<file path="config.mk">
export PLATFORM = sky130hd
export DESIGN_NAME = instr_fetch_queue
export DESIGN_NICKNAME = d
export VERILOG_FILES = /design/src/rtl/instr_fetch_queue.sv
export SDC_FILE = /design/constraint.sdc
export NUM_CORES = 1
export LEC_CHECK = 0
export BUFFER_PORTS_ARGS = -buffer_cell sky130_fd_sc_hd__buf_4
export CORE_ASPECT_RATIO = 0.5
export CORE_MARGIN = 10
export CORE_UTILIZATION = 47
export CTS_CLUSTER_SIZE = 8
export DETAILED_ROUTE_END_ITERATION = 8
export GPL_TIMING_DRIVEN = 0
export PLACE_DENSITY = 0.68
export SLEW_MARGIN = 5
export SYNTH_ARGS = -nofsm -noshare
export SYNTH_HDL_FRONTEND = slang
export SYNTH_SLANG_ARGS = --single-unit
</file>
<file path="constraint.sdc">
create_clock -name clk -period 5.15 [get_ports clk]
set_input_delay 0.515 -clock clk [delete_from_list [all_inputs] [get_ports clk]]
set_output_delay 0.515 -clock clk [all_outputs]
set_load 0.03 [all_outputs]
</file>
<file path="src/rtl/instr_fetch_queue.sv">
// ---------------------------------------------------------------------------
// instr_fetch_queue
//
// Fetch stage in front of the decoder and immediate extender. It issues word
// fetches to instruction memory and buffers the returned words, each with its
// PC, in a small in-order queue. The head of the queue is presented to decode
// over a valid/ready handshake. A branch/jump redirect flushes the queue and
// discards every fetch that is still in flight.
//
// Parameters
//   RESET_PC  first fetch address after reset
//   DEPTH     queue entries and maximum outstanding fetches (power of 2, >= 2)
//
// Ports
//   clk          in   1   single clock, rising edge
//   reset        in   1   synchronous, active-high
//   imem_req     out  1   fetch request (held stable until imem_gnt)
//   imem_addr    out  32  fetch address, word aligned
//   imem_gnt     in   1   request accepted this cycle
//   imem_rvalid  in   1   read data valid, in order, >= 1 cycle after grant
//   imem_rdata   in   32  instruction word
//   redirect     in   1   PC redirect (taken branch / jal / jalr)
//   redirect_pc  in   32  redirect target (low two bits ignored)
//   instr_valid  out  1   instr / instr_pc valid
//   instr        out  32  instruction to decode / extender
//   instr_pc     out  32  PC of instr
//   instr_ready  in   1   decode consumes the head entry
//
// Build option
//   IFETCH_PERF_EN  when defined, adds two 32-bit performance counters:
//     perf_fetched  out 32  instructions popped to decode
//     perf_bubble   out 32  cycles out of reset with instr_valid low
// ---------------------------------------------------------------------------
module instr_fetch_queue #(
  parameter logic [31:0] RESET_PC = 32'h0000_0000,
  parameter int unsigned DEPTH    = 2
) (
  input  logic        clk,
  input  logic        reset,
  output logic        imem_req,
  output logic [31:0] imem_addr,
  input  logic        imem_gnt,
  input  logic        imem_rvalid,
  input  logic [31:0] imem_rdata,
  input  logic        redirect,
  input  logic [31:0] redirect_pc,
  output logic        instr_valid,
  output logic [31:0] instr,
  output logic [31:0] instr_pc,
  input  logic        instr_ready
`ifdef IFETCH_PERF_EN
  ,
  output logic [31:0] perf_fetched,
  output logic [31:0] perf_bubble
`endif
);

  localparam int unsigned PW = (DEPTH > 1) ? $clog2(DEPTH) : 1;  // queue pointer width
  localparam int unsigned CW = $clog2(DEPTH + 1);                // 0..DEPTH counters
  localparam int unsigned OW = CW + 1;                           // occupancy sum width

  typedef struct packed {
    logic [31:0] word;
    logic [31:0] pc;
  } entry_t;

  // -------------------------------------------------------------------------
  // State
  // -------------------------------------------------------------------------
  entry_t         q_mem [DEPTH];
  logic [PW-1:0]  head;
  logic [PW-1:0]  tail;
  logic [CW-1:0]  count;        // entries held in the queue
  logic [CW-1:0]  outstanding;  // granted fetches not yet responded
  logic [CW-1:0]  drop_cnt;     // in-flight responses to discard
  logic [31:0]    fetch_pc;     // address of the next / currently held request
  logic [31:0]    resp_pc;      // PC belonging to the next kept response
  logic [31:0]    redir_pc;     // target saved while a stale request is held
  logic           stale;        // held request predates the latest redirect
  logic           req_held;     // request was up last cycle and not granted

  // -------------------------------------------------------------------------
  // Combinational control
  // -------------------------------------------------------------------------
  logic           pop_req;
  logic           pop;
  logic           push;
  logic           rsp_drop;
  logic           grant;
  logic           stale_grant;
  logic [OW-1:0]  occ;
  logic [31:0]    tgt_pc;
  logic           unused_pc_bits;

  // Redirect targets are forced to word alignment.
  assign tgt_pc         = {redirect_pc[31:2], 2'b00};
  assign unused_pc_bits = ^redirect_pc[1:0];

  // NOTE: every signal driven here gets a default first, so no path can leave
  // one unassigned and infer a latch.
  always_comb begin
    pop_req     = 1'b0;
    pop         = 1'b0;
    push        = 1'b0;
    rsp_drop    = 1'b0;
    occ         = '0;
    imem_req    = 1'b0;
    grant       = 1'b0;
    stale_grant = 1'b0;

    pop_req  = instr_valid && instr_ready;
    // A flush wins over a pop in the same cycle.
    pop      = pop_req && !redirect;
    // Responses arriving in a redirect cycle are discarded along with the flush.
    push     = imem_rvalid && (drop_cnt == '0) && !redirect;
    rsp_drop = imem_rvalid && (drop_cnt != '0);

    // Slots already claimed: queued words plus fetches in flight. A pop in
    // this cycle frees its slot early, which lets a zero-wait memory keep one
    // instruction per cycle flowing at DEPTH=2. The bound count+outstanding
    // <= DEPTH still holds next cycle, so a response always finds room.
    occ = OW'(count) + OW'(outstanding) - OW'(pop_req);

    // Once raised, the request stays up until granted (req_held), whatever
    // happens to occupancy or redirect in the meantime.
    imem_req    = !reset && (req_held || (occ < OW'(DEPTH)));
    grant       = imem_req && imem_gnt;
    stale_grant = grant && stale;
  end

  assign imem_addr = fetch_pc;

  // -------------------------------------------------------------------------
  // Fetch-side and queue-control state
  // -------------------------------------------------------------------------
  // NOTE: sequential state uses non-blocking assignments only, so every
  // register samples the values from before the clock edge.
  always_ff @(posedge clk) begin
    if (reset) begin
      head        <= '0;
      tail        <= '0;
      count       <= '0;
      outstanding <= '0;
      drop_cnt    <= '0;
      fetch_pc    <= RESET_PC;
      resp_pc     <= RESET_PC;
      redir_pc    <= RESET_PC;
      stale       <= 1'b0;
      req_held    <= 1'b0;
    end else begin
      req_held    <= imem_req && !imem_gnt;
      outstanding <= outstanding + CW'(grant) - CW'(imem_rvalid);

      if (redirect) begin
        head     <= '0;
        tail     <= '0;
        count    <= '0;
        resp_pc  <= tgt_pc;
        // Everything granted up to and including this cycle that has not
        // responded yet is now wrong-path. The response landing this cycle
        // is already excluded from outstanding.
        drop_cnt <= outstanding + CW'(grant) - CW'(imem_rvalid);
        if (imem_req && !imem_gnt) begin
          // The held request must keep its address until granted; remember
          // the target and mark that fetch for discard when it goes out.
          stale    <= 1'b1;
          redir_pc <= tgt_pc;
        end else begin
          stale    <= 1'b0;
          fetch_pc <= tgt_pc;
        end
      end else begin
        tail  <= tail + PW'(push);
        head  <= head + PW'(pop);
        count <= count + CW'(push) - CW'(pop);

        if (push) begin
          resp_pc <= resp_pc + 32'd4;
        end

        // A stale request that finally gets granted joins the discard count.
        drop_cnt <= drop_cnt - CW'(rsp_drop) + CW'(stale_grant);

        if (grant) begin
          if (stale) begin
            stale    <= 1'b0;
            fetch_pc <= redir_pc;
          end else begin
            fetch_pc <= fetch_pc + 32'd4;
          end
        end
      end
    end
  end

  // -------------------------------------------------------------------------
  // Queue storage
  // -------------------------------------------------------------------------
  // NOTE: the storage array has no reset; an entry is only visible through
  // count, which is reset, so clearing the words would buy nothing.
  always_ff @(posedge clk) begin
    if (push && !reset) begin
      q_mem[tail] <= '{word: imem_rdata, pc: resp_pc};
    end
  end

  // -------------------------------------------------------------------------
  // Decode-side outputs
  // -------------------------------------------------------------------------
  // Outputs read as zero while the queue is empty, which also gives the
  // required all-zero values straight out of reset.
  always_comb begin
    instr_valid = (count != '0);
    instr       = '0;
    instr_pc    = '0;
    if (instr_valid) begin
      instr    = q_mem[head].word;
      instr_pc = q_mem[head].pc;
    end
  end

  // -------------------------------------------------------------------------
  // Performance counters
  // -------------------------------------------------------------------------
`ifdef IFETCH_PERF_EN
  always_ff @(posedge clk) begin
    if (reset) begin
      perf_fetched <= '0;
      perf_bubble  <= '0;
    end else begin
      // A pop squashed by a redirect never reaches decode and is not counted.
      if (pop) begin
        perf_fetched <= perf_fetched + 32'd1;
      end
      if (!instr_valid) begin
        perf_bubble <= perf_bubble + 32'd1;
      end
    end
  end
`else
  // Counters are left out of this build; the fetch behaviour is unchanged.
`endif

endmodule

</file>
# Yosys cells after proc, flatten, opt, wreduce, memory -nomap -nowiden

Memories as Yosys holds them, arrays and structs flattened. A register that Yosys moved wholly into a read port is not among the register bits.
Index checks and enable logic that the tools add are counted.

Bits in registers: 104
Memories: 1
RAM bits: 128

Multiplexer cells: 15
Reductions and logical operators: 22
Add/subtract/negate cells: 12
Equality and inequality tests: 1
Order comparisons: 1

Memories:

| memory | words | bits a word | rd ports | clocked after memory_dff | wr ports | line | RTL |
|---|---|---|---|---|---|---|---|
| q_mem  | 2     | 64          | 1        | 1                        | 1        | 70   | `entry_t q_mem [DEPTH];` |

Operators by type and width:

| operator                                                    | number |
|---|---|
| two-way mux 32 bit                                          | 8 |
| adder 32 x 3 -> 32 bit (second input constant)              | 2 |
| logical AND 1 bit                                           | 10 |
| nonzero test 2 bit                                          | 4 |
| adder 2 x 1 -> 2 bit                                        | 3 |
| two-way mux 1 bit                                           | 6 |
| subtractor 2 x 1 -> 2 bit                                   | 3 |
| AND reduction 2 bit                                         | 2 |
| adder 2 x 2 -> 3 bit                                        | 1 |
| logical NOT 1 bit                                           | 3 |
| less-than comparator 3 x 2 -> 1 bit (second input constant) | 1 |
| subtractor 3 x 1 -> 3 bit                                   | 1 |
| adder 1 bit                                                 | 2 |
| logical NOT 2 bit                                           | 1 |
| two-way mux 2 bit                                           | 1 |
| inequality test 2 bit (second input constant)               | 1 |
| OR reduction 2 bit                                          | 1 |
| logical OR 1 bit                                            | 1 |

# Longest topological paths before layout

Gate-level depths: netlist of run 1.

Word-level depth: 10
Depth in mapped cells: 15
Mapped depth without buffers: 15

# Worst setup path before layout of run 1

Ideal clock, no wire load.

Path kind: input port to flip-flop
Start: input port redirect
End: memory q_mem[0][10] (netlist bit) (enable)
Stages on the path: 6
Arrival time: 3.968 ns
Slack: 0.700 ns
Path through: clkbuf_1 > buf_1 > buf_1 > nor2_1 > nand2_1 > nor2_1

Longest elaborated chain between the ends: 5

RTL lines:

| element                                 | line | RTL |
|---|---|---|
| start, declared                         | 45   | `input logic redirect,` |
| logical NOT 1 bit                       | 115  | `push = imem_rvalid && (drop_cnt == '0) && !redirect;` |
| logical AND 1 bit                       | 115  |  |
| logical AND 1 bit                       | 202  | `if (push && !reset) begin` |
| two-way mux 1 bit                       | 202  |  |
| two-way mux 1 bit (implied by the code) | 203  | `q_mem[tail] <= '{word: imem_rdata, pc: resp_pc};` |
| end, declared                           | 70   |  |

Every way passes these cells.

# Worst setup path in the final report of run 1

Start: register count[0]
End: register fetch_pc[27], in the netlist imem_addr[27]

Longest elaborated chain between the ends: 9
Elaborated cells between the ends (all ways): 12
Classes of those cells: 2 x add/sub; 1 x order compare; 1 x eq/ne; 8 x reduce/logical

RTL lines:

| element                                                               | line     | RTL |
|---|---|---|
| start, declared                                                       | 73       | `logic [CW-1:0] count;` |
| start signal, assigned                                                | 175      | `count <= count + CW'(push) - CW'(pop);` |
| branches (longest 2 deep; another with adder 2 x 2 -> 3 bit)          | -        |  |
| subtractor 3 x 1 -> 3 bit *                                           | 122      | `occ = OW'(count) + OW'(outstanding) - OW'(pop_req);` |
| less-than comparator 3 x 2 -> 1 bit *                                 | 126      | `imem_req = !reset && (req_held \|\| (occ < OW'(DEPTH)));` |
| logical OR 1 bit *                                                    | 126      |  |
| logical AND 1 bit *                                                   | 126      |  |
| logical AND 1 bit, on equally long branches                           | 163, 127 |  |
| inequality test 2 bit (no line) or nonzero test 2 bit (tied branches) | -        |  |
| AND reduction 2 bit (no line) *                                       | -        |  |
| end signal, assigned                                                  | 170      | `fetch_pc <= tgt_pc;` |
| end signal, assigned                                                  | 187      | `fetch_pc <= redir_pc;` |
| end signal, assigned                                                  | 189      | `fetch_pc <= fetch_pc + 32'd4;` |
| end, declared                                                         | 76       | `logic [31:0] fetch_pc;` |

Mark *: on every way between the ends.
A chain may end at the register's enable or synchronous reset.

==> results.md, run 1 <==
* Die Ht at ~120 µm
* Post-CTS Setup Bufs at 0
* Sink Count at 224
* Pleak at roughly 4.4 nW
* Hold Violations, Final at 0
* R2R depth at 12
* Cell variety after synth at 56
* Antenna violations before repair at 1
* Actual slew at the worst max-slew pin at roughly 1 ns
* All-Layer GR Usage at 0.209
* Core Box Area at about 0.021 mm²
* Worst setup SP type: flip-flop
* DR iter-0 viols at 851
* Cts bufs inserted at 31
* H-tree depth at 1
* Main synth FF type: edfxtp_1
* Tmin final at around 4.9 ns
* Worst setup startpoint: count[0]
* Post-Syn Instances at 986
* Cell Area, Synth at roughly 0.010 mm²
* Setup TNS Final at 0 ns
* Rows at 37
* Final period utilization at 0.943
* FF-to-FF End: imem_addr[27]
* Crit end category: flip-flop
* Final wirelength at 30,300 µm
* Final #Nets at between 1k and 1.5k
* Hold-fix buffers, CTS at 0
* Initial Utilization at 0.486
* WP data required at 5.62 ns
* CP Class: flip-flop to flip-flop
* I/O pins at 168
* Seq/Total Area, Yosys at 0.566
* Largest net degree at the start of global routing at between 60 and 70
* Final core utilization at 0.604
* Layout cell share with drive strength beyond 1 at 0.175
* Fraction of registers with async set/reset at 0
* Number of synthesized flops with an enable pin at approximately 120
* Via count at about 8.4k
* Post-synth top area share at 0.368
* Yosys warning total at 0
* CP arrival at between 5 and 6 ns
* Outcome: completed
* DRC errors left at 0
* WL/cell at a little over 20 µm
* GPL Wtd Cong at 0.920
* Antenna Cells at 0
* Max Fanout on Critical Path at 10
* Global-route wire length before repair at 45,800 µm
* Dpl cells at ~1.4k
* Max-slew headroom at 0.343
* CTS tree: yes
* Syn-to-layout area delta at 24.3%
* Slew Limit Fails at 0
* Seq cells post-synth at between 200 and 250
* RSZ-0062 raised after global routing: false
* CTS Buffer Depth at 3
* Worst hold path class: input port to flip-flop
* Worst setup path endpoint: imem_addr[27]
* Die X at 228 µm
* Pwr per Cell Area at around 410 mW/mm²
* Total gr overflow at 0
* Final cell count without fillers at around 1.5k
* Avg Cell Area, Syn at 10.3 µm²
* Top post-synthesis cells by area: edfxtp_1 (37%), dfxtp_1 (20%), mux2i_1 (6.8%)
* Insertion delay to the later sink of the worst-skew pair at 0.56 ns
* R2r setup slk at approximately 0.3 ns
* Vias in the first global route at approximately 8k
* DIE AREA at about 0.028 mm²
* Max-Cap Viols at 0
* Via density at 5.71
* Initial DRT Pass Iterations at 5
* Setup violators final at 0
* Number of port buffers at ~160
* DP HPWL at ~22,000 µm
* Power Total at around 0.0052 W
* CTS Root Cell: clkbuf_16
* Hold depth at 1
* Cell taking the most area after synthesis: edfxtp_1
* Max Fclk at ~0.21 GHz
* Post_cts resized at 0
* Peak supply drop at about 0.28 mV
* Post-route ant nets at 0
* Clk pin slew, worst setup/hold paths at 0.05 ns
* Clk_skew at ~0.019 ns
* RR Startpoint: count[0]
report_power, final:
group	leakage [nW]	switching [W]	internal [W]
Combinational	2.04	0.000709	0.000403
Clock	0.410	0.000736	0.00110
Sequential	1.95	0.000154	0.00206
Total	4.40	0.00160	0.00356
cell families (layout without fill, tap and decap cells):
group | after synthesis | after routing | share of synthesized area
AOI/OAI and AO/OA | 201 | 201 | 0.122
xor gates and xnor gates | 38 | 38 | 0.0329
adders and majority gates | 11 | 11 | 0.0143
buffers and inverters | 94 | 302 | 0.0366
DFF | 224 | 224 | 0.566
muxes | 69 | 69 | 0.0682
other | 1 | 4 | 0.000370
and+or+nand+nor | 348 | 348 | 0.160
metrics by stage:
| stage | hold slack (ns) | area, µm² | worst slack [ns] |
|---|---|---|---|
| 6_report | 0.152 | 12600 | 0.293 |
| 2_1_floorplan | 0.431 | 10100 | 0.700 |
| 3_3_place_gp | 0.441 | 11700 | -1.17 |
| 3_5_place_dp | 0.446 | 11700 | 0.156 |
| 4_1_cts | 0.124 | 12600 | 0.126 |
| 5_1_grt | 0.121 | 12600 | 0.0422 |
worst min path at each step:
| stage | from | to |
|---|---|---|
| 3_5_place_dp | redir_pc[19] | redir_pc[19] |
| 3_3_place_gp | redir_pc[20] | redir_pc[20] |
| 6_report | imem_rdata[6] | q_mem[0][38] |
| 4_1_cts | imem_rdata[12] | q_mem[0][44] |
| 2_1_floorplan | redir_pc[11] | redir_pc[11] |
| 5_1_grt | imem_rdata[8] | q_mem[0][40] |
synthesized netlist by cell type, drive strengths merged, types with 6 or more instances:
master,count
nor2,98
a21oi,71
edfxtp,124
inv,23
and3,9
nand2b,7
a211oi,19
o21a,11
nand3,23
nor3,15
mux2i,69
buf,16
nand4,19
nor4,26
xnor2,33
nand2,124
o31a,8
ha,10
o21ai,52
or4,6
a31oi,11
clkbuf,55
dfxtp,100
and2,8
layout by cell type (no fill, tap or decap), drive strengths merged, types with 6 or more instances in the layout:
cell / count
nor2: 98
nand3: 23
o21ai: 52
dfxtp: 100
inv: 24
nand2b: 7
ha: 10
a211oi: 19
nand2: 124
o31a: 8
and2: 8
nor3: 15
buf: 177
edfxtp: 124
xnor2: 33
o21a: 11
nor4: 26
nand4: 19
a31oi: 11
clkbuf: 101
mux2i: 69
and3: 9
a21oi: 71
or4: 6
cell type report:
class	instances	area [µm²]
fill	1820	8250
sequential	224	5730
multi-input combinational	671	4060
timing repair buffer	161	1230
clock buffer	46	832
tap	273	342
buffer	71	284
inverter	23	86.3
clock inverter	1	20.0
sequential cells by signal (all words and copies together), names as in the netlist:
register	cells
q_mem	124
imem_addr	30
redir_pc	30
resp_pc	30
count	2
drop_cnt	2
outstanding	2
head	1
req_held	1
stale	1
tail	1
critical path: stages, from the launching register on:
cell and delay [ns]:
dfxtp_1 0.32, nor2_1 0.76, inv_1 0.17, and2_1 0.26, ha_1 0.28, nand2b_1 0.15, fa_1 0.51, nand2b_1 0.07
o21ai_1 0.48, mux2i_2 0.77, clkbuf_1 0.54, o21ai_0 0.20, a211oi_1 0.26
metal layers:
layer / GRT usage / vias up / share of wire
met1: 0.282 / 4018 / 0.44
met3: 0.0526 / 38 / 0.089
met2: 0.331 / 376 / 0.45
met4: 0.0546 / 0 / 0.019
met5: 0 / - / 0
li1: - / 3962 / -
Power figures use the tool's default switching activity.
==> run 2, diff against run 1 <==
--- a/config.mk
+++ b/config.mk
@@ -12,7 +12,7 @@
 export CTS_CLUSTER_SIZE = 8
 export DETAILED_ROUTE_END_ITERATION = 8
 export GPL_TIMING_DRIVEN = 0
-export PLACE_DENSITY = 0.68
+export PLACE_DENSITY_LB_ADDON = 0.12
 export SLEW_MARGIN = 5
 export SYNTH_ARGS = -nofsm -noshare
 export SYNTH_HDL_FRONTEND = slang
==> results.md, run 2 (same netlist as run 1, synthesis figures left out) <==
* Final period utilization at 0.936
* CTS Buffer Depth at 3
* Worst setup startpoint: count[0]
* All-Layer GR Usage at 0.210
* Hold WS at 0.142 ns
* Post-layout instance area at about 0.013 mm²
* Die X at approximately 230 µm
* Antenna Cells at 0
* Post-route ant nets at 0
* Clk pin slew, worst setup/hold paths at about 0.06 ns
* CP Class: flip-flop to flip-flop
* Core Box Area at between 0.02 and 0.025 mm²
* Place WS at ~0.09 ns
* Crit end category: flip-flop
* Syn-to-layout area delta at 24.4%
* Worst hold start: imem_rdata[6]
* PnR worst setup slack at about 0.33 ns
* Sw Share at 0.310
* Layout cell share with drive strength beyond 1 at 0.175
* DRC errors left at 0
* Max Fanout on Critical Path at 10
* Cts bufs inserted at 31
* RR Startpoint: count[0]
* Via count at approximately 8.4k
* Peak supply drop at about 0.22 mV
* Final wirelength at slightly above 30,000 µm
* CTS Root Cell: clkbuf_16
* Final cell count without fillers at around 1.5k
* GPL Wtd Cong at 0.973
* Setup TNS Final at 0 ns
* Rows at 37
* Initial Utilization at 0.486
* Actual slew at the worst max-slew pin at about 1.2 ns
* Outcome: completed
* Global-route wire length before repair at 46,100 µm
* Clk_skew at roughly 0.014 ns
* Max Fclk at slightly above 0.2 GHz
* Antenna violations before repair at 0
* Total gr overflow at 0
* Top reg by flops: q_mem
* Number of port buffers at ~160
* Gate power share at 0.215
* Max-Cap Viols at 0
* Dpl cells at around 1.4k
* Largest net degree at the start of global routing at between 60 and 70
* DIE AREA at ~0.028 mm²
* Most common cell after layout, fill and taps aside: buf_4
* Sink Count at around 220
* I/O pins at 168
* Hold Violations, Final at 0
* Insertion delay to the later sink of the worst-skew pair at about 0.57 ns
* DP HPWL at 21,800 µm
* Worst setup SP type: flip-flop
* Internal power at 0.00356 W
* Largest register FFs at roughly 120
* Slew Limit Fails at 0
* Pleak at 4.41 nW
* Setup violators final at 0
* Final #Nets at about 1.3k
* CTS tree: yes
* WL/cell at a little over 20 µm
* Max-slew headroom at 0.201
* Tmin final at slightly below 5 ns
* Post-CTS Setup Bufs at 0
* Placed Area at about 0.012 mm²
* Via density at between 5 and 6
* DR iter-0 viols at a little over 900
* Pwr per Cell Area at slightly above 400 mW/mm²
* Sequential Power Share at 0.429
* WP data required at approximately 5.7 ns
* Fillers at roughly 1.8k
* Initial DRT Pass Iterations at 5
* Highest-count cells in the layout ignoring fill and taps: buf_4 (163), nand2_1 (124), edfxtp_1 (124)
* Switch Pwr at ~0.0016 W
* H-tree depth at 1
* RSZ-0062 raised after global routing: false
* CP arrival at around 5.3 ns
* Die Ht at ~120 µm
* Vias in the first global route at between 8k and 9k
* Clock Power Share at 0.356
* Worst hold path class: input port to flip-flop
==> run 2: cell counts in the layout (fill, tap and decap cells not counted) <==
No cell type changed its count.
==> run 2: power groups by stage <==
stage	Clock (W)	Sequential (W)	Combinational [W]
floorplan	0	0.00231	0.000602
global placement	0	0.00224	0.00106
detailed placement	0	0.00224	0.00110
CTS	0.00187	0.00221	0.00110
global route	0.00194	0.00224	0.00120
finish	0.00184	0.00222	0.00111
==> run 2: worst max-delay path, stage by stage (launching register included) <==
cell      delay (ns)
dfxtp_1         0.33
nor2_1          0.72
inv_1           0.15
and2_1          0.26
ha_1            0.28
nand2b_1        0.15
fa_1            0.52
nand2b_1        0.06
o21ai_1         0.44
mux2i_1         1.01
clkbuf_1        0.48
o21ai_0         0.18
a21oi_1         0.16
==> run 2: metrics by stage <==
step / total power [W] / util
2_1_floorplan: 0.00291 / -
3_3_place_gp: 0.00331 / 0.560
3_5_place_dp: 0.00334 / 0.563
4_1_cts: 0.00518 / 0.604
5_1_grt: 0.00538 / 0.604
6_report: 0.00516 / 0.604
==> run 2: layout make-up <==
class / instances / area [µm²] / share of cell area
Inverter: 23 / 86.3 / 0.00686
Tap cell: 273 / 342 / 0.0271
Sequential cell: 224 / 5730 / 0.455
Multi-Input combinational cell: 671 / 4050 / 0.322
Clock inverter: 1 / 20.0 / 0.00159
Clock buffer: 46 / 832 / 0.0661
Buffer: 71 / 284 / 0.0226
Timing Repair Buffer: 161 / 1250 / 0.0992
==> run 2: final timing paths <==
check | to | slack (ns) | cells after the start
min reg2reg | redir_pc[28] | 0.46 | 2
min | q_mem[1][38] | 0.14 | 1
max | imem_addr[25] | 0.33 | 12
max reg2reg | imem_addr[25] | 0.33 | 12
==> run 2: repair_timing <==
action / 4_1_cts / 5_1_grt
hold buffers: 0 / 0
resized for setup: 0 / 1
endpoints found under the setup margin: 0 / 15
==> run 2: layer usage <==
layer  up-vias  GRT usage  part of all wire
met5         -          0                 0
met4         0     0.0563             0.020
met3        45     0.0502             0.092
met2       390      0.331              0.45
met1      4031      0.286              0.44
li1       3963          -                 -
==> run 3, diff against run 2 <==
--- a/config.mk
+++ b/config.mk
@@ -6,7 +6,6 @@
 export NUM_CORES = 1
 export LEC_CHECK = 0
 export BUFFER_PORTS_ARGS = -buffer_cell sky130_fd_sc_hd__buf_4
-export CORE_ASPECT_RATIO = 0.5
 export CORE_MARGIN = 10
 export CORE_UTILIZATION = 47
 export CTS_CLUSTER_SIZE = 8
==> results.md, run 3 (same netlist as run 1, synthesis figures left out) <==
* Pleak at around 4.4 nW
* Core Box Area at 0.0211 mm²
* RR Startpoint: count[0]
* Clk_skew at ~0.0095 ns
* R2r setup slk at roughly 0.44 ns
* Max-slew headroom at 0.411
* Post-route ant nets at 0
* Met1 usage at 0.267
* Total gr overflow at 0
* CTS Buffer Depth at 3
* Worst hold path class: input port to flip-flop
* Cts bufs inserted at 31
* H-tree depth at 1
* CP Class: flip-flop to flip-flop
* Switch Pwr at ~0.0016 W
* CTS tree: yes
* I/O pins at 168
* Area of the multi-input gates at 0.00406 mm²
* Setup violators final at 0
* PnR worst setup slack at about 0.44 ns
* Slew Limit Fails at 0
* Sequential Power Share at 0.432
* Most common cell after layout, fill and taps aside: buf_4
* Peak supply drop at roughly 0.25 mV
* Rows at 53
* Initial DRT Pass Iterations at 5
* RSZ-0062 raised after global routing: false
* Worst setup path endpoint: imem_addr[27]
* Antenna violations before repair at 0
* All-Layer GR Usage at 0.199
* Clk pin slew, worst setup/hold paths at 0.05 ns
* Post-layout instance area at approximately 0.013 mm²
* Layout cell share with drive strength beyond 1 at 0.175
* Pwr per Cell Area at a little over 400 mW/mm²
* R2R depth at 12
* Insertion delay to the later sink of the worst-skew pair at 0.54 ns
* Top reg by flops: q_mem
* Largest net degree at the start of global routing at 63
* Busiest grt layer: met2
* Worst setup startpoint: count[0]
* Placed Area at around 0.012 mm²
* GPL Wtd Cong at slightly above 0.9
* Outcome: completed
* FF-to-FF End: imem_addr[27]
* Final core utilization at 0.597
* Largest register FFs at between 100 and 150
* Clock Power Share at 0.352
* Dpl cells at 1,425
* Vias in the first global route at approximately 8k
* Max-Cap Viols at 0
* Die Ht at 167 µm
* GR Layer Usage met3 at 0.0419
* Place WS at roughly 0.27 ns
* WL/cell at 19.7 µm
* Via density at 5.59
* CTS Root Cell: clkbuf_16
* Final period utilization at 0.914
* Final wirelength at 29,000 µm
* Sw Share at 0.304
* Crit end category: flip-flop
* Hold-fix buffers, CTS at 0
* DRC errors left at 0
* Antenna Cells at 0
* Actual slew at the worst max-slew pin at about 0.88 ns
* Initial Utilization at 0.480
* Hold Violations, Final at 0
* Worst setup SP type: flip-flop
* Final cell count without fillers at 1,474
* Global-route wire length before repair at ~45,000 µm
* Setup TNS Final at 0 ns
* WP data required at 5.60 ns
* DP HPWL at between 20,000 and 25,000 µm
* Fillers at between 1.5k and 2k
* Number of port buffers at approximately 160
* Via count at 8,233
* Sink Count at approximately 220
* Highest-count cells in the layout ignoring fill and taps: buf_4 (163), nand2_1 (124), edfxtp_1 (124)
* Internal power at about 0.0036 W
* Max Fanout on Critical Path at 10
* GR Util met2 at 0.315
* Die X at between 150 and 200 µm
* Tmin final at 4.71 ns
* Gate power share at 0.215
* Syn-to-layout area delta at 24.4%
* Max Fclk at about 0.21 GHz
* CP arrival at just over 5 ns
* DR iter-0 viols at 676
* DIE AREA at approximately 0.028 mm²
* Register area at ~0.0057 mm²
* Final #Nets at about 1.3k
run 3: worst min path at each step:
stage              startpoint           end  slack, ns  cells past startpoint
2_1_floorplan    redir_pc[11]  redir_pc[11]       0.43                      2
3_3_place_gp     redir_pc[30]  redir_pc[30]       0.44                      2
3_5_place_dp      redir_pc[8]   redir_pc[8]       0.44                      2
4_1_cts        imem_rdata[24]  q_mem[0][56]       0.14                      1
5_1_grt        imem_rdata[17]  q_mem[1][49]       0.14                      1
6_report       imem_rdata[24]  q_mem[0][56]       0.16                      1
run 3: power groups by stage:
stage	registers (W)	logic, W	clock network, W
6_report	0.00221	0.00110	0.00180
3_5_place_dp	0.00224	0.00109	0
3_3_place_gp	0.00224	0.00107	0
2_1_floorplan	0.00231	0.000602	0
4_1_cts	0.00221	0.00110	0.00183
5_1_grt	0.00223	0.00120	0.00191
run 3: metal layers:
metal | up-vias | wire, µm
li1 | 3966 | -
met1 | 3847 | 12600
met2 | 364 | 13200
met3 | 56 | 2310
met4 | 0 | 814
met5 | - | 0
run 3: what timing repair did:
item | 4_1_cts | 5_1_grt
buffers inserted | 0 | 0
setup endpoints to repair | 0 | 6
gates resized for setup | 0 | 2
run 3: critical path, stage by stage, from the launching register on:
cell	delay [ns]
dfxtp_1	0.32
nor2_1	0.68
inv_1	0.15
and2_1	0.25
ha_1	0.27
nand2b_1	0.15
fa_1	0.51
nand2b_1	0.06
o21ai_1	0.51
mux2i_2	0.73
clkbuf_1	0.50
o21ai_0	0.21
a211oi_1	0.25
run 3: final cells by class:
class,instances,area share
sequential,224,0.455
multi-input combinational,671,0.322
timing repair buffer,161,0.0986
clock buffer,48,0.0667
tap,275,0.0273
buffer,71,0.0226
inverter,23,0.00686
clock inverter,1,0.000696
run 3: through the flow:
step	total power, W	hold slack (ns)
global placement	0.00331	0.442
global route	0.00535	0.142
floorplan	0.00291	0.431
detailed placement	0.00333	0.445
finish	0.00512	0.163
CTS	0.00514	0.144
